===== src/rtl/regfile_scoreboard.sv =====
// -----------------------------------------------------------------------------
// regfile_scoreboard
//
// Integer register file (x1..x31, x0 hard-wired to zero) with a per-register
// outstanding-write counter used by decode to detect read-after-write hazards.
//
// Decode-side handshake: a source is "requested" when r<s>valid_i is high in
// a cycle. rsreserved_o is the stall indication for that same cycle; decode
// only advances (and only asserts rdreserve_i) in cycles where
// rsreserved_o is low. A reservation is taken at the clock edge where
// rdreserve_i is high and retired at the edge where wb_valid_i names the
// same register. The hazard path never depends on rdreserve_i, so there is
// no combinational loop through decode.
//
// Optional feature (compile-time macro RF_WB_BYPASS_EN):
//   defined   -> a source whose only outstanding write is committing this
//                cycle is forwarded from wb_data_i and does not stall.
//   undefined -> no forwarding; the stall lasts through the writeback cycle.
//
// Ports:
//   clk, rst            clock; asynchronous active-high reset
//   r0num_i/r0valid_i   source 0 index and request
//   r1num_i/r1valid_i   source 1 index and request
//   rdnum_i/rdreserve_i destination reservation
//   r0data_o/r1data_o   combinational read data
//   rsreserved_o        a requested source has an outstanding write
//   wb_valid_i/wb_rdnum_i/wb_data_i  writeback commit
//   flush_i             drop all outstanding reservations
//   err_o               sticky: counter overflow or writeback to unreserved reg
// -----------------------------------------------------------------------------
module regfile_scoreboard #(
    parameter int RSV_W = 2,
    parameter int XLEN  = 32
) (
    input  logic            clk,
    input  logic            rst,
    input  logic [4:0]      r0num_i,
    input  logic            r0valid_i,
    input  logic [4:0]      r1num_i,
    input  logic            r1valid_i,
    input  logic [4:0]      rdnum_i,
    input  logic            rdreserve_i,
    output logic [XLEN-1:0] r0data_o,
    output logic [XLEN-1:0] r1data_o,
    output logic            rsreserved_o,
    input  logic            wb_valid_i,
    input  logic [4:0]      wb_rdnum_i,
    input  logic [XLEN-1:0] wb_data_i,
    input  logic            flush_i,
    output logic            err_o
);

    localparam logic [RSV_W-1:0] CNT_MAX = '1;
    localparam logic [RSV_W-1:0] CNT_ONE = RSV_W'(1);

    // Entry 0 of both arrays is only ever reset, so x0 reads zero and is
    // never seen as reserved.
    logic [XLEN-1:0]  regs    [32];
    logic [RSV_W-1:0] cnt     [32];
    logic [RSV_W-1:0] cnt_nxt [32];

    // One-hot per-register increment/decrement requests; bit 0 masked so
    // reservations and writebacks to x0 never touch anything.
    logic [31:0] inc_vec;
    logic [31:0] dec_vec;
    logic        err_set;

    assign inc_vec = rdreserve_i ? ((32'd1 << rdnum_i)    & ~32'd1) : 32'd0;
    assign dec_vec = wb_valid_i  ? ((32'd1 << wb_rdnum_i) & ~32'd1) : 32'd0;

    // Next counter values. A simultaneous reserve and retire of the same
    // register cancel out. Saturating at either end holds the counter and
    // flags an error; a flush wins over everything and raises no error.
    always_comb begin
        err_set = 1'b0;
        for (int i = 0; i < 32; i++) begin
            cnt_nxt[i] = cnt[i];
        end
        cnt_nxt[0] = '0;
        for (int i = 1; i < 32; i++) begin
            if (flush_i) begin
                cnt_nxt[i] = '0;
            end else if (inc_vec[i] && !dec_vec[i]) begin
                if (cnt[i] == CNT_MAX) begin
                    err_set = 1'b1;
                end else begin
                    cnt_nxt[i] = cnt[i] + CNT_ONE;
                end
            end else if (dec_vec[i] && !inc_vec[i]) begin
                if (cnt[i] == '0) begin
                    err_set = 1'b1;
                end else begin
                    cnt_nxt[i] = cnt[i] - CNT_ONE;
                end
            end
        end
    end

    always_ff @(posedge clk or posedge rst) begin
        if (rst) begin
            for (int i = 0; i < 32; i++) begin
                regs[i] <= '0;
                cnt[i]  <= '0;
            end
            err_o <= 1'b0;
        end else begin
            for (int i = 0; i < 32; i++) begin
                cnt[i] <= cnt_nxt[i];
            end
            // Writeback data lands even during a flush: the instruction
            // committing this cycle is older than anything being flushed.
            if (wb_valid_i && wb_rdnum_i != 5'd0) begin
                regs[wb_rdnum_i] <= wb_data_i;
            end
            err_o <= err_o | err_set;
        end
    end

    // Forwarding is allowed only when the committing write is the last one
    // outstanding; with more in flight the register is still not final.
    logic fwd0;
    logic fwd1;

`ifdef RF_WB_BYPASS_EN
    assign fwd0 = r0valid_i && wb_valid_i && (wb_rdnum_i == r0num_i) &&
                  (r0num_i != 5'd0) && (cnt[r0num_i] == CNT_ONE);
    assign fwd1 = r1valid_i && wb_valid_i && (wb_rdnum_i == r1num_i) &&
                  (r1num_i != 5'd0) && (cnt[r1num_i] == CNT_ONE);
`else
    assign fwd0 = 1'b0;
    assign fwd1 = 1'b0;
`endif

    logic hz0;
    logic hz1;

    assign hz0 = r0valid_i && (r0num_i != 5'd0) && (cnt[r0num_i] != '0) && !fwd0;
    assign hz1 = r1valid_i && (r1num_i != 5'd0) && (cnt[r1num_i] != '0) && !fwd1;

    // Outputs are forced quiet while reset is held so decode sees neither
    // stale data nor a spurious stall.
    assign rsreserved_o = !rst && (hz0 || hz1);
    assign r0data_o     = rst ? '0 : (fwd0 ? wb_data_i : regs[r0num_i]);
    assign r1data_o     = rst ? '0 : (fwd1 ? wb_data_i : regs[r1num_i]);

endmodule


===== config.mk =====
export PLATFORM = sky130hd
export DESIGN_NAME = regfile_scoreboard
export DESIGN_NICKNAME = d
export VERILOG_FILES = /design/src/rtl/regfile_scoreboard.sv
export SDC_FILE = /design/constraint.sdc
export NUM_CORES = 2
export LEC_CHECK = 0
export BUFFER_PORTS_ARGS = -buffer_cell sky130_fd_sc_hd__buf_2
export CORE_AREA = 8 8 316 440
export CTS_BUF_LIST = sky130_fd_sc_hd__clkbuf_4 sky130_fd_sc_hd__clkbuf_8 sky130_fd_sc_hd__clkbuf_16
export CTS_CLUSTER_SIZE = 25
export DETAILED_ROUTE_END_ITERATION = 12
export DIE_AREA = 0 0 324 448
export PLACE_DENSITY = 0.62
export SLEW_MARGIN = 20
export SYNTH_ARGS = -nofsm -noshare
export SYNTH_HDL_FRONTEND = slang
export SYNTH_SLANG_ARGS = --single-unit

===== constraint.sdc =====
create_clock -name clk -period 39.8 [get_ports clk]
set_input_delay 3.98 -clock clk [delete_from_list [all_inputs] [get_ports clk]]
set_output_delay 3.98 -clock clk [all_outputs]
set_load 0.01 [all_outputs]

---- After elaboration in Yosys (flattened, before gate mapping) ----
Cells that the tools add are included.
storage, ports and cells
  output and inout port bits .............. 66
  input port bits ......................... 59
  bits in registers ....................... 1,087
  logic and storage cells ................. 789
operators by class
  reduce and logical (&&, ||, !) cells .... 231
  bitwise logic cells ..................... 4
  shift-type cells ........................ 2
  order comparisons ....................... 4
  equality and inequality tests ........... 93
  add/sub/neg operators ................... 62
  mux-type cells .......................... 329
operators with widths
  kind                                                         number
  bitwise mux 1024 bit                                         1
  binary-select mux 32 bit (select 5 bit)                      2
  2-to-1 mux 2 bit                                             159
  2-to-1 mux 32 bit                                            9
  != test 3 bit (second input constant)                        62
  demux 32 bit (select 5 bit)                                  1
  2-to-1 mux 1 bit                                             155
  AND reduction 3 bit                                          31
  nonzero test 3 bit                                           31
  logical AND 1 bit                                            69
  << shifter 1 x 5 -> 32 bit (first input constant)            2
  zero test 1 bit                                              63
  adder 2 x 1 -> 2 bit (second input constant)                 31
  == test 2 bit (second input constant)                        31
  zero test 2 bit                                              31
  subtractor 2 x 1 -> 2 bit (second input constant)            31
  binary-select mux 2 bit (select 5 bit)                       2
  greater-or-equal comparator 6 bit (second input constant)    3
  NOT 5 -> 6 bit                                               3
  nonzero test 5 bit                                           3
  less-than comparator 6 x 1 -> 1 bit (second input constant)  1
  nonzero test 2 bit                                           2
  logical OR 1 bit                                             1
  bitwise OR 1 bit                                             1

---- Longest topological paths before layout ----
  depth in word-level cells ............... 128
  depth in mapped cells ................... 9
  depth with buffers taken out ............ 6

---- Worst setup path before layout ----
Ideal clock, no wire load.
  kind .................................... input port to output port
  start point ............................. in rst
  end point ............................... out rsreserved_o
  path slack .............................. 5.219 ns
  path buffers ............................ 0
  stages on the path ...................... 3
  data arrival time ....................... 30.601 ns
  cell sequence ........................... inv_1 o311ai_0 o2bb2ai_1
between the ends
  word-level cells in the longest chain between the ends .. 2
ends and longest elaborated chain
  element            RTL line  source
  from (decl)        36        input logic rst,
  zero test 1 bit    142       assign rsreserved_o = !rst && (hz0 || hz1);
  logical AND 1 bit  142
  to (decl)          45        output logic rsreserved_o,
No other way between the ends.

---- Final worst setup path ----
  start point ............................. in r1num_i[0]
  end point ............................... out r1data_o[0]
between the ends
  word-level cells in the longest chain between the ends .. 5
ends and longest elaborated chain
  element                                                RTL line  source
  from (decl)                                            39        input logic [4:0] r1num_i,
  NOT 5 -> 6 bit (implied by the code)                   144       assign r1data_o = rst ? '0 : (fwd1 ? wb_data_i : regs[r1num_i]);
  binary-select mux 32 bit (select 5 bit)                144
  2-to-1 mux 32 bit (implied by the code) (2 in series)  144
  2-to-1 mux 32 bit                                      144
  to (decl)                                              44        output logic [XLEN-1:0] r1data_o,
No other way between the ends. The select of a mux whose other input is x is not followed.

==> Implementation_results.wiki <==
{| class="wikitable"
! Metric !! Value
|-
| Fmax || 84.0 MHz
|-
| IO Pins || 125
|-
| Start-to-end type of the worst setup path || in2out
|-
| Reg2reg path depth || 5
|-
| Setup crit end kind || primary output
|-
| Class of the worst hold path || reg2reg
|-
| Total of warnings raised by yosys || 0
|-
| FFs w/ async S/R, synth || 100%
|-
| Quantity of gates resized following cts || 0
|-
| First-pass GRT wire length || 271 mm
|-
| Total number of clock tree sinks || 1,087
|-
| Sequential element share of the synthesized area || 46.0%
|-
| Post-DR vias/cell || 6.37
|-
| Share of final-layout standard cells stronger than drive strength 1 || 42.2%
|-
| Data arrival at the endpoint of the critical path || 7.92 ns
|-
| Post-DP Area || 61,100 um2
|-
| Fin crit period || 11.90 ns
|-
| Headroom to the max-slew limit || 21.8%
|-
| Power density over the cells || 48.7 nW/um2
|-
| Number of global-route vias before repair || 40.2k
|-
| Iter 0 DRT Violations || 3,848
|-
| Floorplan die width || 324 um
|-
| Number of instances in the synthesized netlist || 4,408
|-
| Count of final hold-check violations || 0
|-
| Global-route track usage on met1 || 33.2%
|-
| Remaining global-route overflow || 0
|-
| Post CTS Setup Buffer Count || 0
|-
| Leading cell types by total area after synthesis || sky130_fd_sc_hd__dfrtp_1 (46%), sky130_fd_sc_hd__mux4_2 (25%), sky130_fd_sc_hd__mux2_2 (14%), sky130_fd_sc_hd__nand2_1 (5.4%), sky130_fd_sc_hd__clkbuf_1 (2.0%)
|-
| Switching share of power || 26.8%
|-
| Transition at the pin with the smallest max-transition slack || 1.17 ns
|-
| Std-Cell Core Area || 132,000 um2
|-
| Die Y || 448 um
|-
| Clock slew at the register clock pins of the worst setup and hold paths || 0.06 ns
|-
| Clock tree from TritonCTS || done
|-
| Number of register bits inferred by synthesis || 1,087
|-
| Number of buffers inserted for hold repair after clock tree synthesis || 0
|-
| Kind of start point of the critical path || input pin
|-
| Worst Clk Skew || 0.00727 ns
|-
| DRC violation count after routing || 0
|-
| Number of synthesized flops with an enable pin || 0
|-
| Total non-filler cell area in the finished layout || 64,900 um2
|-
| DRT Pass-1 Iters || 6
|-
| Insertion delay to the later sink of the worst-skew pair || 0.71 ns
|-
| GR Layer Usage met2 || 40.9%
|-
| Fin crit share || 29.9%
|-
| Total via count in the routed design || 38.9k
|-
| Clock buffers created by TritonCTS || 107
|-
| Ys flop type || sky130_fd_sc_hd__dfrtp_1
|-
| Post-synth cell types || 64
|-
| H-Tree Depth || 3
|-
| Accumulated negative setup slack || 0 ns
|-
| DIE AREA || 145,000 um2
|-
| Starting density of the core || 44.8%
|-
| NetSw || 0.846 mW
|-
| Min-Delay Path Depth || 0
|-
| Maximum number of pins on one net before global-route repair || 190
|-
| Root buffer selected by CTS || sky130_fd_sc_hd__clkbuf_16
|-
| Peak VDD IR || 0.0000375 V
|-
| Share of Yosys cell area claimed by the top area cell type || 46.0%
|-
| Number of setup violations in the final report || 0
|-
| Mean cell area of the mapped netlist || 13.4 um2
|-
| Initial antenna violation count || 8
|-
| Number of maximum-capacitance violations || 0
|-
| Remaining number of nets flagged by the antenna check after routing || 0
|-
| Post-synthesis instance area || 59,100 um2
|-
| Global placer's final weighted congestion || 0.878
|-
| Met3 routing resource usage after global routing || 4.02%
|-
| Static leakage power || 28.3 nW
|-
| Wirelength per Cell || 29.6 um
|-
| Global router's overall resource usage || 25.0%
|-
| Combinational cell fraction of total power || 19.7%
|-
| Total count of max-transition violations in the final report || 0
|-
| Clock group share of total power || 34.7%
|-
| Area Overhead vs Synth || 9.82%
|-
| Share of power burned in registers || 45.7%
|-
| Most crowded layer after global routing || met2
|-
| Syn_nets || 4,467
|-
| Total wirelength of the detailed-routed design || 181 mm
|-
| Number of port buffers || 124
|-
| Status || completed
|-
| Internal || 2.31 mW
|-
| Setup repair after global routing missed its margin || no
|-
| Site row count || 158
|-
| Cell taking the most area after synthesis || sky130_fd_sc_hd__dfrtp_1
|-
| Required time at the worst-slack endpoint || 35.82 ns
|-
| Post-DP HPWL || 97.6 mm
|-
| Crit-path max FO || 48
|-
| Total number of nets in the final design || 4,322
|-
| Buffer depth of the longest clock path || 3
|}
final cells by class:
type,count,area (um2)
well taps,1760,2200
diodes,4,10.0
repair buffers,199,1370
flip-flops and latches,1087,27200
clock buffers,147,3180
multi-input cells,2864,30300
inverters,4,22.5
fillers,11500,67200
clock inverters,46,588
power groups by stage:
stage,clock network [mW],logic (mW),registers [mW]
after floorplan,0,0.501,1.42
after global placement,0,0.613,1.44
after detailed placement,0,0.627,1.46
after CTS,1.12,0.628,1.44
after global routing,1.15,0.670,1.47
final,1.09,0.621,1.44
per-stage QoR:
step,worst slack [ns],power [mW],cells,hold WS (ns),util (%)
after floorplan,5.18,1.92,4408,0.441,-
after global placement,27.78,2.06,5911,0.376,46.2
after detailed placement,27.73,2.08,5913,0.382,46.3
after CTS,27.73,3.18,6106,0.397,49.1
after global routing,27.55,3.29,6110,0.410,49.1
final,27.90,3.16,6111,0.392,49.1
cells by family after synthesis:
logic type,after synthesis,share of synthesized area (%)
flip-flops,1087,46.0
buffers and inverters,457,3.09
AND/OR/NAND/NOR,1181,8.33
multiplexers,1457,40.1
AO/OA/AOI/OAI,226,2.47
layout by cell type (no fill, tap or decap), drive strengths merged, types with 8 or more instances in the layout:
cell,synthesis,layout
o2111ai,8,8
dfrtp,1087,1087
nand3,18,18
o21ai,48,48
buf,129,199
mux2i,66,66
a211oi,24,24
a31oi,14,14
nor3,13,13
nand2b,20,20
or3,10,10
mux4,654,654
bufinv,0,12
nor4,12,12
clkbuf,324,147
mux2,737,737
clkinvlp,0,10
inv,4,9
and3,13,13
nand3b,17,17
clkinv,0,19
a21o,9,9
a21oi,74,74
o211ai,15,15
nor2,172,172
nand2,856,856
per-layer routing:
metal  wire (um)  up-vias
li1            -    16100
met1       71500    20800
met2       88500     1613
met3       12700      405
met4        8260        8
met5          62        -
synthesized netlist by cell type (3+ instances only):
cell                        number
sky130_fd_sc_hd__a2111o_1        5
sky130_fd_sc_hd__a2111oi_0       5
sky130_fd_sc_hd__a211oi_1       24
sky130_fd_sc_hd__a21o_1          9
sky130_fd_sc_hd__a21oi_1        74
sky130_fd_sc_hd__a31oi_1        14
sky130_fd_sc_hd__a32o_1          3
sky130_fd_sc_hd__and2_1          3
sky130_fd_sc_hd__and3_1         13
sky130_fd_sc_hd__and3b_1         5
sky130_fd_sc_hd__and4_1          5
sky130_fd_sc_hd__and4b_1         3
sky130_fd_sc_hd__buf_1          50
sky130_fd_sc_hd__buf_2          77
sky130_fd_sc_hd__clkbuf_1      321
sky130_fd_sc_hd__clkbuf_2        3
sky130_fd_sc_hd__dfrtp_1      1087
sky130_fd_sc_hd__inv_1           4
sky130_fd_sc_hd__mux2_2        735
sky130_fd_sc_hd__mux2i_1        66
sky130_fd_sc_hd__mux4_2        654
sky130_fd_sc_hd__nand2_1       855
sky130_fd_sc_hd__nand2b_1       20
sky130_fd_sc_hd__nand3_1        18
sky130_fd_sc_hd__nand3b_1       17
sky130_fd_sc_hd__nand4_1         7
sky130_fd_sc_hd__nand4b_1        3
sky130_fd_sc_hd__nand4bb_1       3
sky130_fd_sc_hd__nor2_1        171
sky130_fd_sc_hd__nor3_1         13
sky130_fd_sc_hd__nor3b_1         4
sky130_fd_sc_hd__nor4_1         12
sky130_fd_sc_hd__o2111ai_1       8
sky130_fd_sc_hd__o211ai_1       15
sky130_fd_sc_hd__o21ai_0        48
sky130_fd_sc_hd__o21bai_1        4
sky130_fd_sc_hd__or2_2           4
sky130_fd_sc_hd__or3_1          10
sky130_fd_sc_hd__or3b_1          3
flip-flops by register name (all words and copies together) (netlist names):
register  flops
regs       1024
cnt          62
err_o         1
critical path: stages:
cell and delay [ns]:
sky130_fd_sc_hd__buf_8 0.44, sky130_fd_sc_hd__buf_4 0.82, sky130_fd_sc_hd__buf_4 0.82, sky130_fd_sc_hd__mux4_2 0.59, sky130_fd_sc_hd__mux4_2 0.50, sky130_fd_sc_hd__mux2i_1 0.44, sky130_fd_sc_hd__nor2_1 0.09, sky130_fd_sc_hd__buf_2 0.18
worst paths after layout:
check | slack, ns | to | start
worst max-delay path | 27.90 | r1data_o[0] | r1num_i[0]
worst min-delay path | 0.39 | regs[1016] | regs[1016]
worst max register to register | 37.69 | err_o | cnt[0]
worst min register to register | 0.39 | regs[1016] | regs[1016]
max in group asynchronous | 33.02 | regs[1023] | rst
min in group asynchronous | 3.36 | regs[921] | rst
Power figures use the tool's default switching activity.
